===== config.mk =====
export PLATFORM = sky130hd
export DESIGN_NAME = memory_access_stage
export DESIGN_NICKNAME = d
export VERILOG_FILES = /design/src/rtl/microprocessor_pkg.sv /design/src/rtl/byte_lane_unit.sv /design/src/rtl/memory_access_stage.sv
export SDC_FILE = /design/constraint.sdc
export NUM_CORES = 1
export LEC_CHECK = 0
export ABC_AREA = 1
export CAP_MARGIN = 20
export CELL_PAD_IN_SITES_DETAIL_PLACEMENT = 1
export CELL_PAD_IN_SITES_GLOBAL_PLACEMENT = 1
export CORE_ASPECT_RATIO = 1.75
export CORE_MARGIN = 4
export CORE_UTILIZATION = 33
export DETAILED_ROUTE_END_ITERATION = 10
export PLACE_DENSITY_LB_ADDON = 0.1
export SLEW_MARGIN = 20
export SYNTH_ARGS = -nofsm -noshare
export SYNTH_HDL_FRONTEND = slang
export SYNTH_SLANG_ARGS = --single-unit

===== constraint.sdc =====
create_clock -name clk -period 3.25 [get_ports clk]
set_input_delay 0.65 -clock clk [delete_from_list [all_inputs] [get_ports clk]]
set_output_delay 0.65 -clock clk [all_outputs]
set_load 0.01 [all_outputs]

===== src/rtl/microprocessor_pkg.sv =====
// -----------------------------------------------------------------------------
// microprocessor_pkg
// Shared definitions for the pipeline stages:
//   - bit positions inside the writeback (2-bit) and memory-access (3-bit)
//     control bundles produced by Execute
//   - MEM stage FSM state encoding
// -----------------------------------------------------------------------------
package microprocessor_pkg;

    // writeBackControlIn bit positions
    localparam int REGWRITE = 1;
    localparam int MEMTOREG = 0;

    // memAccessControlIn bit positions
    localparam int MEMREAD  = 2;
    localparam int MEMWRITE = 1;
    localparam int BYTEMODE = 0;

    typedef enum logic {
        IDLE = 1'b0,
        WAIT = 1'b1
    } mem_state_t;

endpackage


===== src/rtl/byte_lane_unit.sv =====
// -----------------------------------------------------------------------------
// byte_lane_unit
// Combinational byte-lane steering for the MEM stage.
//   store side : st_byte_mode, st_offset, wr_data -> byte_en, st_data
//   load side  : ld_byte_mode, ld_offset, rd_data -> ld_data
// Byte stores replicate the low byte onto all four lanes so the memory only
// needs to honour byte_en. Byte loads pick lane ld_offset and zero-extend.
// -----------------------------------------------------------------------------
module byte_lane_unit (
    input  logic        st_byte_mode,
    input  logic [1:0]  st_offset,
    input  logic [31:0] wr_data,
    input  logic        ld_byte_mode,
    input  logic [1:0]  ld_offset,
    input  logic [31:0] rd_data,
    output logic [3:0]  byte_en,
    output logic [31:0] st_data,
    output logic [31:0] ld_data
);

    logic [7:0] lanes [4];

    for (genvar gi = 0; gi < 4; gi++) begin : g_lane
        assign lanes[gi] = rd_data[8*gi +: 8];
    end

    always_comb begin
        byte_en = 4'b1111;
        st_data = wr_data;
        ld_data = rd_data;
        if (st_byte_mode) begin
            byte_en = 4'b0001 << st_offset;
            st_data = {4{wr_data[7:0]}};
        end
        if (ld_byte_mode) begin
            ld_data = {24'd0, lanes[ld_offset]};
        end
    end

endmodule


===== src/rtl/memory_access_stage.sv =====
// -----------------------------------------------------------------------------
// memory_access_stage
// Pipeline MEM stage. Non-memory ops pass straight into the MEM/WB registers
// in one cycle. Loads/stores issue a registered request on the data-memory
// port and hold the pipeline (stall) until memAck; the MEM/WB registers carry
// a bubble while the access is outstanding.
//
// Ports:
//   clk, resetN                      clock, async active-low reset
//   writeBackControlIn[1:0]          {regWrite, memToReg}
//   memAccessControlIn[2:0]          {memRead, memWrite, byteMode}
//   result, writeData, rdIn          Execute outputs (address / store data / rd)
//   stall                            high while an access is outstanding
//   memReq/memWe/memAddr/memWdata/memByteEn, memAck/memRdata   memory port
//   memWbRegWrite/memWbRd/memWbData  MEM/WB registers (writeback + forwarding)
//   alignError, busError             sticky error flags
//
// Optional feature: define MEM_ACCESS_TIMEOUT_EN to abort an access after
// TIMEOUT_CYCLES WAIT cycles without ack (sets busError). Without it the
// stage waits indefinitely and busError is tied low.
// -----------------------------------------------------------------------------
module memory_access_stage
    import microprocessor_pkg::*;
#(
    parameter int TIMEOUT_CYCLES = 255
) (
    input  logic        clk,
    input  logic        resetN,
    input  logic [1:0]  writeBackControlIn,
    input  logic [2:0]  memAccessControlIn,
    input  logic [31:0] result,
    input  logic [31:0] writeData,
    input  logic [4:0]  rdIn,
    output logic        stall,
    output logic        memReq,
    output logic        memWe,
    output logic [31:0] memAddr,
    output logic [31:0] memWdata,
    output logic [3:0]  memByteEn,
    input  logic        memAck,
    input  logic [31:0] memRdata,
    output logic        memWbRegWrite,
    output logic [4:0]  memWbRd,
    output logic [31:0] memWbData,
    output logic        alignError,
    output logic        busError
);

    mem_state_t  state_reg, state_next;
    logic        req_reg, req_next;
    logic        we_reg, we_next;
    logic [31:0] addr_reg, addr_next;
    logic [31:0] wdata_reg, wdata_next;
    logic [3:0]  be_reg, be_next;
    logic        wb_we_reg, wb_we_next;
    logic [4:0]  wb_rd_reg, wb_rd_next;
    logic [31:0] wb_data_reg, wb_data_next;
    logic        align_reg, align_next;

    // Fields of the outstanding access, needed when the ack arrives
    logic        lat_load_reg, lat_load_next;
    logic        lat_regwrite_reg, lat_regwrite_next;
    logic        lat_memtoreg_reg, lat_memtoreg_next;
    logic        lat_byte_reg, lat_byte_next;
    logic [1:0]  lat_offset_reg, lat_offset_next;
    logic [4:0]  lat_rd_reg, lat_rd_next;
    logic [31:0] lat_result_reg, lat_result_next;

    logic        is_mem;
    logic        byte_mode;
    logic [3:0]  lane_be;
    logic [31:0] lane_wdata;
    logic [31:0] lane_ldata;

    assign is_mem    = memAccessControlIn[MEMREAD] | memAccessControlIn[MEMWRITE];
    assign byte_mode = memAccessControlIn[BYTEMODE];

    byte_lane_unit u_lanes (
        .st_byte_mode (byte_mode),
        .st_offset    (result[1:0]),
        .wr_data      (writeData),
        .ld_byte_mode (lat_byte_reg),
        .ld_offset    (lat_offset_reg),
        .rd_data      (memRdata),
        .byte_en      (lane_be),
        .st_data      (lane_wdata),
        .ld_data      (lane_ldata)
    );

`ifdef MEM_ACCESS_TIMEOUT_EN
    localparam int CW = (TIMEOUT_CYCLES > 255) ? $clog2(TIMEOUT_CYCLES + 1) : 8;
    logic [CW-1:0] cnt_reg, cnt_next;
    logic          bus_reg, bus_next;
`endif

    always_comb begin
        state_next        = state_reg;
        req_next          = req_reg;
        we_next           = we_reg;
        addr_next         = addr_reg;
        wdata_next        = wdata_reg;
        be_next           = be_reg;
        wb_we_next        = wb_we_reg;
        wb_rd_next        = wb_rd_reg;
        wb_data_next      = wb_data_reg;
        align_next        = align_reg;
        lat_load_next     = lat_load_reg;
        lat_regwrite_next = lat_regwrite_reg;
        lat_memtoreg_next = lat_memtoreg_reg;
        lat_byte_next     = lat_byte_reg;
        lat_offset_next   = lat_offset_reg;
        lat_rd_next       = lat_rd_reg;
        lat_result_next   = lat_result_reg;
`ifdef MEM_ACCESS_TIMEOUT_EN
        cnt_next          = cnt_reg;
        bus_next          = bus_reg;
`endif

        case (state_reg)
            IDLE: begin
                if (!is_mem) begin
                    wb_we_next   = writeBackControlIn[REGWRITE];
                    wb_rd_next   = rdIn;
                    wb_data_next = result;
                end else if (!byte_mode && (result[1:0] != 2'b00)) begin
                    // Misaligned word access is dropped without touching memory
                    align_next = 1'b1;
                    wb_we_next = 1'b0;
                end else begin
                    state_next        = WAIT;
                    req_next          = 1'b1;
                    we_next           = memAccessControlIn[MEMWRITE];
                    addr_next         = {result[31:2], 2'b00};
                    wdata_next        = lane_wdata;
                    be_next           = lane_be;
                    wb_we_next        = 1'b0;
                    // memRead with memWrite also set behaves as a store
                    lat_load_next     = ~memAccessControlIn[MEMWRITE];
                    lat_regwrite_next = writeBackControlIn[REGWRITE];
                    lat_memtoreg_next = writeBackControlIn[MEMTOREG];
                    lat_byte_next     = byte_mode;
                    lat_offset_next   = result[1:0];
                    lat_rd_next       = rdIn;
                    lat_result_next   = result;
`ifdef MEM_ACCESS_TIMEOUT_EN
                    cnt_next          = '0;
`endif
                end
            end
            WAIT: begin
                if (memAck) begin
                    state_next = IDLE;
                    req_next   = 1'b0;
                    if (lat_load_reg) begin
                        wb_we_next   = lat_regwrite_reg;
                        wb_rd_next   = lat_rd_reg;
                        wb_data_next = lat_memtoreg_reg ? lane_ldata : lat_result_reg;
                    end else begin
                        wb_we_next = 1'b0;
                    end
                end
`ifdef MEM_ACCESS_TIMEOUT_EN
                else if (cnt_reg == CW'(TIMEOUT_CYCLES - 1)) begin
                    state_next = IDLE;
                    req_next   = 1'b0;
                    wb_we_next = 1'b0;
                    bus_next   = 1'b1;
                end else begin
                    cnt_next = cnt_reg + 1'b1;
                end
`endif
            end
            default: state_next = IDLE;
        endcase
    end

    always_ff @(posedge clk or negedge resetN) begin
        if (!resetN) begin
            state_reg        <= IDLE;
            req_reg          <= 1'b0;
            we_reg           <= 1'b0;
            addr_reg         <= '0;
            wdata_reg        <= '0;
            be_reg           <= '0;
            wb_we_reg        <= 1'b0;
            wb_rd_reg        <= '0;
            wb_data_reg      <= '0;
            align_reg        <= 1'b0;
            lat_load_reg     <= 1'b0;
            lat_regwrite_reg <= 1'b0;
            lat_memtoreg_reg <= 1'b0;
            lat_byte_reg     <= 1'b0;
            lat_offset_reg   <= '0;
            lat_rd_reg       <= '0;
            lat_result_reg   <= '0;
        end else begin
            state_reg        <= state_next;
            req_reg          <= req_next;
            we_reg           <= we_next;
            addr_reg         <= addr_next;
            wdata_reg        <= wdata_next;
            be_reg           <= be_next;
            wb_we_reg        <= wb_we_next;
            wb_rd_reg        <= wb_rd_next;
            wb_data_reg      <= wb_data_next;
            align_reg        <= align_next;
            lat_load_reg     <= lat_load_next;
            lat_regwrite_reg <= lat_regwrite_next;
            lat_memtoreg_reg <= lat_memtoreg_next;
            lat_byte_reg     <= lat_byte_next;
            lat_offset_reg   <= lat_offset_next;
            lat_rd_reg       <= lat_rd_next;
            lat_result_reg   <= lat_result_next;
        end
    end

`ifdef MEM_ACCESS_TIMEOUT_EN
    always_ff @(posedge clk or negedge resetN) begin
        if (!resetN) begin
            cnt_reg <= '0;
            bus_reg <= 1'b0;
        end else begin
            cnt_reg <= cnt_next;
            bus_reg <= bus_next;
        end
    end
    assign busError = bus_reg;
`else
    assign busError = 1'b0;
`endif

    assign stall         = (state_reg == WAIT);
    assign memReq        = req_reg;
    assign memWe         = we_reg;
    assign memAddr       = addr_reg;
    assign memWdata      = wdata_reg;
    assign memByteEn     = be_reg;
    assign memWbRegWrite = wb_we_reg;
    assign memWbRd       = wb_rd_reg;
    assign memWbData     = wb_data_reg;
    assign alignError    = align_reg;

endmodule

### After elaboration in Yosys (flattened, before gate mapping)

Cells that the tools add are included.
Widths: inputs -> output; s select.

* register bits: 151
* output and inout bits: 111
* word-level logic and storage cells: 63

* $lt $le $gt $ge: 1
* equality and inequality tests: 5
* shifts and indexed selects: 1
* muxes and demuxes: 27
* bitwise gates (word level): 5
* reductions and logical operators: 7

Operator list (count)
* $mux 32: 6
* $pmux 32 s2: 1
* $bmux 8 s2: 1
* $mux 8: 2
* $mux 5: 3
* $reduce_and 3->1: 4
* $pmux 5 s2: 1
* $mux 1: 9
* $ne 2x2->1 const B: 4
* $pmux 1 s2: 3
* $mux 4: 1
* $shl 1x2->4 const A: 1
* $ge 3x3->1 const B: 1
* $not 1->1: 3
* $not 2->3: 1
* $ne 2x1->1 const B: 1
* $reduce_bool 2->1: 1
* $logic_and 1x1->1: 1
* $logic_not 1->1: 1
* $or 1x1->1: 1

### Logic depth before layout (Yosys ltp)

Gate-level depths: netlist (run 1).

* word-level depth: 9
* depth in mapped cells: 11
* mapped depth without buffers: 9

### By module

From an unflattened synthesis (run 1), not the netlist that was laid out.

* cell total of the unflattened synthesis: 965
* area total of the unflattened synthesis: 6555.0 um^2

By module, submodules not included
* memory_access_stage: times used 1, cells each 769, area each 5652.9 um^2, sequential area each 2977.9 um^2
* byte_lane_unit: times used 1, cells each 196, area each 902.1 um^2, sequential area each 0.0 um^2

### Worst setup path after synthesis (run 1)

No wires, ideal clock.

* path kind: input to register
* from: input port memAccessControlIn[0]
* to: register lat_result_reg[16]
* data arrival time: 1.471 ns
* data required time: 3.134 ns
* path slack: 1.662 ns
* cell stages on the path: 9
* path buffers: 3
* cell sequence: buf_4 inv_2 o21ai_2 nand2_4 inv_4 buf_6 buf_6 nand2_1 nand2_1

* longest elaborated chain between the ends: 4

RTL lines
* start, declared: line memory_access_stage.sv:30 `input logic [2:0] memAccessControlIn,`
* $logic_not 1->1: line memory_access_stage.sv:125 `end else if (!byte_mode && (result[1:0] != 2'b00)) begin`
* $logic_and 1x1->1: line memory_access_stage.sv:125
* $not 1->1 (no source line)
* $reduce_and 3->1 (no source line)
* end signal, assigned: line memory_access_stage.sv:213 `lat_result_reg <= lat_result_next;`
* end, declared: line memory_access_stage.sv:67 `logic [31:0] lat_result_reg, lat_result_next;`

Every way passes these cells.
A chain may end at the register's enable or synchronous reset.

### Worst setup path after layout (run 1)

* from: register state_reg, in the netlist stall
* to: output port stall

RTL lines
* start, declared: line memory_access_stage.sv:49 `mem_state_t state_reg, state_next;`
* start signal, assigned: line memory_access_stage.sv:197 `state_reg <= state_next;`
* end, declared: line memory_access_stage.sv:34 `output logic stall,`

No word-level cell between the ends.

==> results of run 1 <==
## kinds of logic after synthesis
kind of cell / Yosys count / synth area share (%)
compound gates: 147 / 14.3
buf+inv: 76 / 7.15
flops: 119 / 52.7
mux: 1 / 0.199
other cells: 1 / 0.0664
simple gates: 370 / 25.6
## how the worst max path moves through the flow
stage,end,depth (start not counted)
after floorplan,lat_result_reg[16],9
final,stall,1
after detailed placement,memWdata[24],8
after CTS,stall,1
after global placement,memWdata[24],8
after global routing,stall,1
## metrics by stage
stage          std cells  cell area, sq um  hold slack (ps)  power [mW]  worst slack (ps)
2_1_floorplan        716              5660              354        3.44              1660
3_3_place_gp        1126              7940              459        4.84               697
3_5_place_dp        1126              7940              470        4.92               550
4_1_cts             1158              8570              220        6.98               828
5_1_grt             1158              8570              237        7.31               776
6_report            1158              8570              206        6.88               838
## per-layer routing
layer  GRT usage, %  share of wire, %  vias to the layer above
met5              0                 0                        -
met4           7.99               2.5                        0
met3           5.51               5.6                       34
met2           42.2                55                      179
met1           23.5                37                     2768
li1               -                 -                     2707
## cell type report
type | count | area share (%)
inverter | 30 | 1.40
clock buffer | 20 | 5.45
clock inverter | 12 | 1.93
timing repair buffer | 229 | 26.6
tap | 227 | 3.31
multi-input combinational | 521 | 26.5
sequential | 119 | 34.7
## power groups by stage
stage / Combinational (mW) / Clock [mW] / Sequential (mW)
2_1_floorplan: 0.949 / 0 / 2.49
3_3_place_gp: 2.47 / 0 / 2.36
3_5_place_dp: 2.53 / 0 / 2.38
4_1_cts: 2.55 / 2.06 / 2.37
5_1_grt: 2.75 / 2.13 / 2.43
6_report: 2.50 / 2.02 / 2.36
## cell usage in the layout, fill, tap and decap left out, drive strengths merged
| cell | netlist | routed |
|---|---|---|
| nand2 | 300 | 300 |
| clkdlybuf4s50 | 0 | 215 |
| dfrtp | 119 | 119 |
| a21oi | 76 | 76 |
| nor2 | 40 | 40 |
| o21ai | 37 | 37 |
| inv | 29 | 33 |
| nand3 | 30 | 30 |
| a31oi | 27 | 27 |
| clkbuf | 9 | 20 |
| buf | 37 | 14 |
| o211ai | 4 | 4 |
| clkinv | 1 | 3 |
| conb | 1 | 3 |
| bufinv | 0 | 3 |
| clkinvlp | 0 | 3 |
| o21bai | 2 | 2 |
| a32o | 1 | 1 |
| mux2 | 1 | 1 |
==> summary.txt, run 1 <==
LOGIC SYNTHESIS
-----------------------------------------------------------------------------------------
Dominant cell type by area after synthesis                                   sky130_fd_sc_hd__dfrtp_1
Synth unique cells                                                                     25
Top cell type's share of synthesized area                                           52.7%
Yosys Warn Count                                                                        0
Sequential share of the synthesized area                                            52.7%
Cell Area, Synth                                                               5650 sq um
Ys flop type                                                                 sky130_fd_sc_hd__dfrtp_1
Instance count of the mapped netlist                                                  714
Leading post-synthesis cells by cell area                                    sky130_fd_sc_hd__dfrtp_1 53%, sky130_fd_sc_hd__nand2_1 20%, sky130_fd_sc_hd__a21oi_1 6.4%
Post-synth EDFFs                                                                        0
Most instantiated cells after synthesis                                      296 x sky130_fd_sc_hd__nand2_1, 119 x sky130_fd_sc_hd__dfrtp_1, 72 x sky130_fd_sc_hd__a21oi_1, 39 x sky130_fd_sc_hd__nor2_1, 36 x sky130_fd_sc_hd__o21ai_0
Flops & latches, synth                                                                119
Proportion of register bits with asynchronous set or reset after synthesis           100%
Mapped Avg Cell Area                                                           7.91 sq um
Cell with the most instances after synthesis                                 sky130_fd_sc_hd__nand2_1

GLOBAL ROUTE
-----------------------------------------------------------------------------------------
Total overflow reported by the global router                                            0
Via count of the first global-routing pass                                          6,317
Antenna violations before repair                                                        0
Global-route wire length before repair                                            33.7 mm
Overall global routing resource usage                                               22.3%
Maximum number of pins on one net before global-route repair                           69

DIE
-----------------------------------------------------------------------------------------
Floorplan Core Area                                                          16,900 sq um
Effective utilization at floorplan                                                  33.5%
Die ar.                                                                      19,400 sq um
Die W                                                                              107 um
Top-Level Pins                                                                        220
FP Rows                                                                                63
DIE HEIGHT                                                                         181 um

TIMING
-----------------------------------------------------------------------------------------
Worst Tran Pin Value                                                               752 ps
Number of hold-slack violations in the final timing report                              0
Post-layout min period                                                            2410 ps
Max Clock Freq                                                                    415 MHz
Post-route clock skew                                                             8.10 ps
Setup repair after global routing missed its margin                                    no
Period utilisation layout                                                           74.2%
Post-Route Setup TNS                                                                 0 ps
Worst slew margin relative to its limit                                             49.9%
Max-slew violation count                                                                0
# setup viols final                                                                     0

CLOCK TREE
-----------------------------------------------------------------------------------------
Post-CTS setup buffer count                                                             0
Latest clock arrival within the worst-skew pair                                    410 ps
Root buffer cell                                                             sky130_fd_sc_hd__clkbuf_16
Number of CTS-inserted buffers                                                         17
CTS Buffer Depth                                                                        2
Clock net sink count                                                                  119
Reg clk slew, reported paths                                                        60 ps
Cts-stage hold buffer count                                                             0
TritonCTS clock tree                                                                 done
Clock H-tree levels                                                                     4
Resized cells post-CTS                                                                  0

DETAILED ROUTING
-----------------------------------------------------------------------------------------
Remaining design rule violation count                                                   0
Wire per inst                                                                     18.3 um
Total via count after detailed routing                                              5,688
Number of optimization iterations in the first detailed-route pass                      4
Post-route ant nets                                                                     0
DRT iter0 DRCs                                                                        135
Total length of routed wires                                                      21.2 mm
Routed vias/inst                                                                     4.91

SETUP PATH
-----------------------------------------------------------------------------------------
End of the worst register-to-register path                                   memWdata[24]
Reg-to-reg slack, setup                                                           1150 ps
Kind of start point of the critical path                                             flop
Class of the most critical setup path                                        flop to primary output
Origin of the critical flop-to-flop path                                            stall
Largest incremental delay on the critical path                                     700 ps
Critical path buffers and inverters                                                     1
Cell at the slowest stage of the critical path                               sky130_fd_sc_hd__dfrtp_1
WP data arrival                                                                   1760 ps
Biggest fanout along the worst timing path                                             14
Cell breakdown of the critical path                                          clkdlybuf4s50_1
Worst setup path startpoint                                                         stall
Crit path capture type                                                       primary output
Crit-path leading delay family                                                 flip-flops
Worst path required time                                                          2600 ps
Number of cells on the worst reg-to-reg path                                            6

POWER
-----------------------------------------------------------------------------------------
Register share of total power                                                       34.3%
Portion of total power attributed to the clock network                              29.3%
Worst vdd rail ir drop                                                           0.337 mV
Switching Share                                                                     34.3%
Combinational share of power                                                        36.4%
Pwr Density                                                                   803 nW/um^2
Switching power                                                                   2.36 mW
Cell leakage power                                                                3.89 nW
Int Pwr                                                                           4.52 mW

FINAL LAYOUT
-----------------------------------------------------------------------------------------
Post-synthesis to final-layout area growth                                          51.7%
Sequential cell area                                                           2980 sq um
Number of nets in the layout                                                        1,027
Antenna diodes                                                                          0
Total of fill cells in the finished design                                          2,070
Share of layout cells above drive strength 1                                        6.77%
Footprint of the multi-input gates                                             2270 sq um
Final core utilization                                                              50.8%

RUN
-----------------------------------------------------------------------------------------
Max-cap violations                                                                      0

WORST HOLD PATH
-----------------------------------------------------------------------------------------
Worst min-delay path class                                                   input pin to asynchronous set/reset pin

OUTCOME
-----------------------------------------------------------------------------------------
Result of the run                                                            complete, no violations

PLACEMENT
-----------------------------------------------------------------------------------------
Port Buffers                                                                          216
Placer congestion estimate                                                          0.854
Detailed placer's ending HPWL                                                     16.0 mm

(Power assumes the default switching activity.)
==> run 2, diff against run 1 <==
- CORE_UTILIZATION: 33 -> 31
- clock period: 3.25 -> 2.3 ns (I/O delays scaled with it)
==> summary.txt, run 2 (synthesis gave the netlist of run 1 again) <==
OUTCOME
---------------------------------------------------------------------------------
Result of the run                                                    complete, no violations   unchanged

SETUP PATH
---------------------------------------------------------------------------------
Biggest fanout along the worst timing path                                     14   unchanged
Critical path buffers and inverters                                             1   unchanged
Worst path required time                                                  1840 ps   was 2600 ps
WP data arrival                                                           1710 ps   was 1760 ps
Largest incremental delay on the critical path                             660 ps   was 700 ps
Cell breakdown of the critical path                                  clkdlybuf4s50_1   unchanged
Kind of start point of the critical path                                     flop   unchanged
Class of the most critical setup path                                flop to primary output   unchanged
Crit path capture type                                               primary output   unchanged
Cell at the slowest stage of the critical path                       sky130_fd_sc_hd__dfrtp_1   unchanged
Crit-path leading delay family                                         flip-flops   unchanged

POWER
---------------------------------------------------------------------------------
Cell leakage power                                                        3.90 nW   was 3.89 nW
Post-layout power                                                         9.66 mW   was 6.88 mW
Worst vdd rail ir drop                                                   0.459 mV   was 0.337 mV
Pwr Density                                                          1120 nW/um^2   was 803 nW/um^2

TIMING
---------------------------------------------------------------------------------
# setup viols final                                                             0   unchanged
Setup repair after global routing missed its margin                            no   unchanged
Smallest hold slack                                                       39.4 ps   was 206 ps
Number of hold-slack violations in the final timing report                      0   unchanged
Post-route clock skew                                                     9.74 ps   was 8.10 ps
Worst Tran Pin Value                                                       762 ps   was 752 ps
Period utilisation layout                                                   94.3%
Setup ws final                                                             132 ps   was 838 ps
Post-layout min period                                                    2170 ps
Post-Route Setup TNS                                                         0 ps   unchanged
Max-slew violation count                                                        0   unchanged
Max Clock Freq                                                            461 MHz
Worst slew margin relative to its limit                                     49.2%   was 49.9%

CLOCK TREE
---------------------------------------------------------------------------------
Number of CTS-inserted buffers                                                 17   unchanged
Latest clock arrival within the worst-skew pair                            410 ps   about the same
Clock H-tree levels                                                             4   unchanged
Cts-stage hold buffer count                                                     0   unchanged
TritonCTS clock tree                                                         done   unchanged
Clock net sink count                                                          119   unchanged
Resized cells post-CTS                                                          0   unchanged
CTS Buffer Depth                                                                2   unchanged
Root buffer cell                                                     sky130_fd_sc_hd__clkbuf_16   unchanged
Post-CTS setup buffer count                                                     0   unchanged
Reg clk slew, reported paths                                                60 ps   about the same

FINAL LAYOUT
---------------------------------------------------------------------------------
Footprint of the multi-input gates                                     2270 sq um   unchanged
Commonest non-fill, non-tap cell in the layout                       sky130_fd_sc_hd__nand2_1   unchanged
Sequential cell area                                                   2980 sq um   unchanged
Post-synthesis to final-layout area growth                                  52.4%   was 51.7%
Share of layout cells above drive strength 1                                7.17%   was 6.77%
Number of nets in the layout                                                1,032   was 1,027
Antenna diodes                                                                  0   unchanged
Total of fill cells in the finished design                                  2,177   was 2,070
Leading cell types in the layout, fill and taps excluded             296 x sky130_fd_sc_hd__nand2_1, 215 x sky130_fd_sc_hd__clkdlybuf4s50_1, 119 x sky130_fd_sc_hd__dfrtp_1, 72 x sky130_fd_sc_hd__a21oi_1, 39 x sky130_fd_sc_hd__nor2_1   unchanged
Final core utilization                                                      47.9%   was 50.8%

DETAILED ROUTING
---------------------------------------------------------------------------------
Post-route ant nets                                                             0   unchanged
Total length of routed wires                                              21.6 mm   was 21.2 mm
Remaining design rule violation count                                           0   unchanged
Total via count after detailed routing                                      5,735   was 5,688
DRT iter0 DRCs                                                                170   was 135
Routed vias/inst                                                             4.91   about the same
Wire per inst                                                             18.4 um   was 18.3 um
Number of optimization iterations in the first detailed-route pass              4   unchanged

DIE
---------------------------------------------------------------------------------
Die W                                                                      110 um   was 107 um
Top-Level Pins                                                                220   unchanged
Effective utilization at floorplan                                          31.4%   was 33.5%
FP Rows                                                                        65   was 63
Floorplan Core Area                                                  18,000 sq um   was 16,900 sq um
Die ar.                                                              20,500 sq um   was 19,400 sq um
DIE HEIGHT                                                                 187 um   was 181 um

GLOBAL ROUTE
---------------------------------------------------------------------------------
Via count of the first global-routing pass                                  6,370   was 6,317
Total overflow reported by the global router                                    0   unchanged
Maximum number of pins on one net before global-route repair                   69   unchanged
Overall global routing resource usage                                       21.4%   was 22.3%
Antenna violations before repair                                                0   unchanged
Global-route wire length before repair                                    34.1 mm   was 33.7 mm

WORST HOLD PATH
---------------------------------------------------------------------------------
Worst min-delay path class                                           input pin to asynchronous set/reset pin   unchanged

RUN
---------------------------------------------------------------------------------
Max-cap violations                                                              0   unchanged

PLACEMENT
---------------------------------------------------------------------------------
Detailed placer's ending HPWL                                             16.3 mm   was 16.0 mm
Placer congestion estimate                                                  0.834   was 0.854
Worst slack at placement                                                  84.1 ps   was 550 ps
Port Buffers                                                                  216   unchanged

## run 2: area by class of cell
| type | count | share of cell area [%] |
|---|---|---|
| clock buffer | 17 | 4.94 |
| inverter | 30 | 1.40 |
| clock inverter | 14 | 2.02 |
| tap | 234 | 3.40 |
| timing repair buffer | 234 | 27.2 |
| multi-input combinational | 521 | 26.4 |
| sequential | 119 | 34.6 |
## run 2: metrics by stage
step / instances / instance area, sq um
final: 1169 / 8610
after global routing: 1169 / 8610
after CTS: 1169 / 8610
after detailed placement: 1138 / 8010
after global placement: 1138 / 8010
after floorplan: 716 / 5660
## run 2: layer usage
layer	wire (um)	share of wire, %	global-route usage [%]	vias up
li1	-	-	-	2720
met1	7820	36	23.2	2802
met2	11900	55	39.4	183
met3	1320	6.1	5.33	30
met4	528	2.4	7.20	0
met5	0	0	0	-
## run 2: final timing paths
kind	cells after the start	startpoint	slack [ps]	endpoint
setup / recovery	1	stall	130	stall
hold reg to reg	2	memWbData[16]	480	memWbData[16]
hold / removal	1	resetN	40	lat_result_reg[5]
max in group asynchronous	2	resetN	1560	memWbData[31]
setup reg to reg	5	lat_byte_reg	460	memWbData[12]
min in group clk	2	memWbData[16]	480	memWbData[16]
## run 2: power by group
group | leakage (nW) | switching (mW) | internal [mW]
clock | 0.283 | 1.05 | 1.71
combinational | 2.19 | 1.76 | 1.81
sequential | 1.43 | 0.531 | 2.79
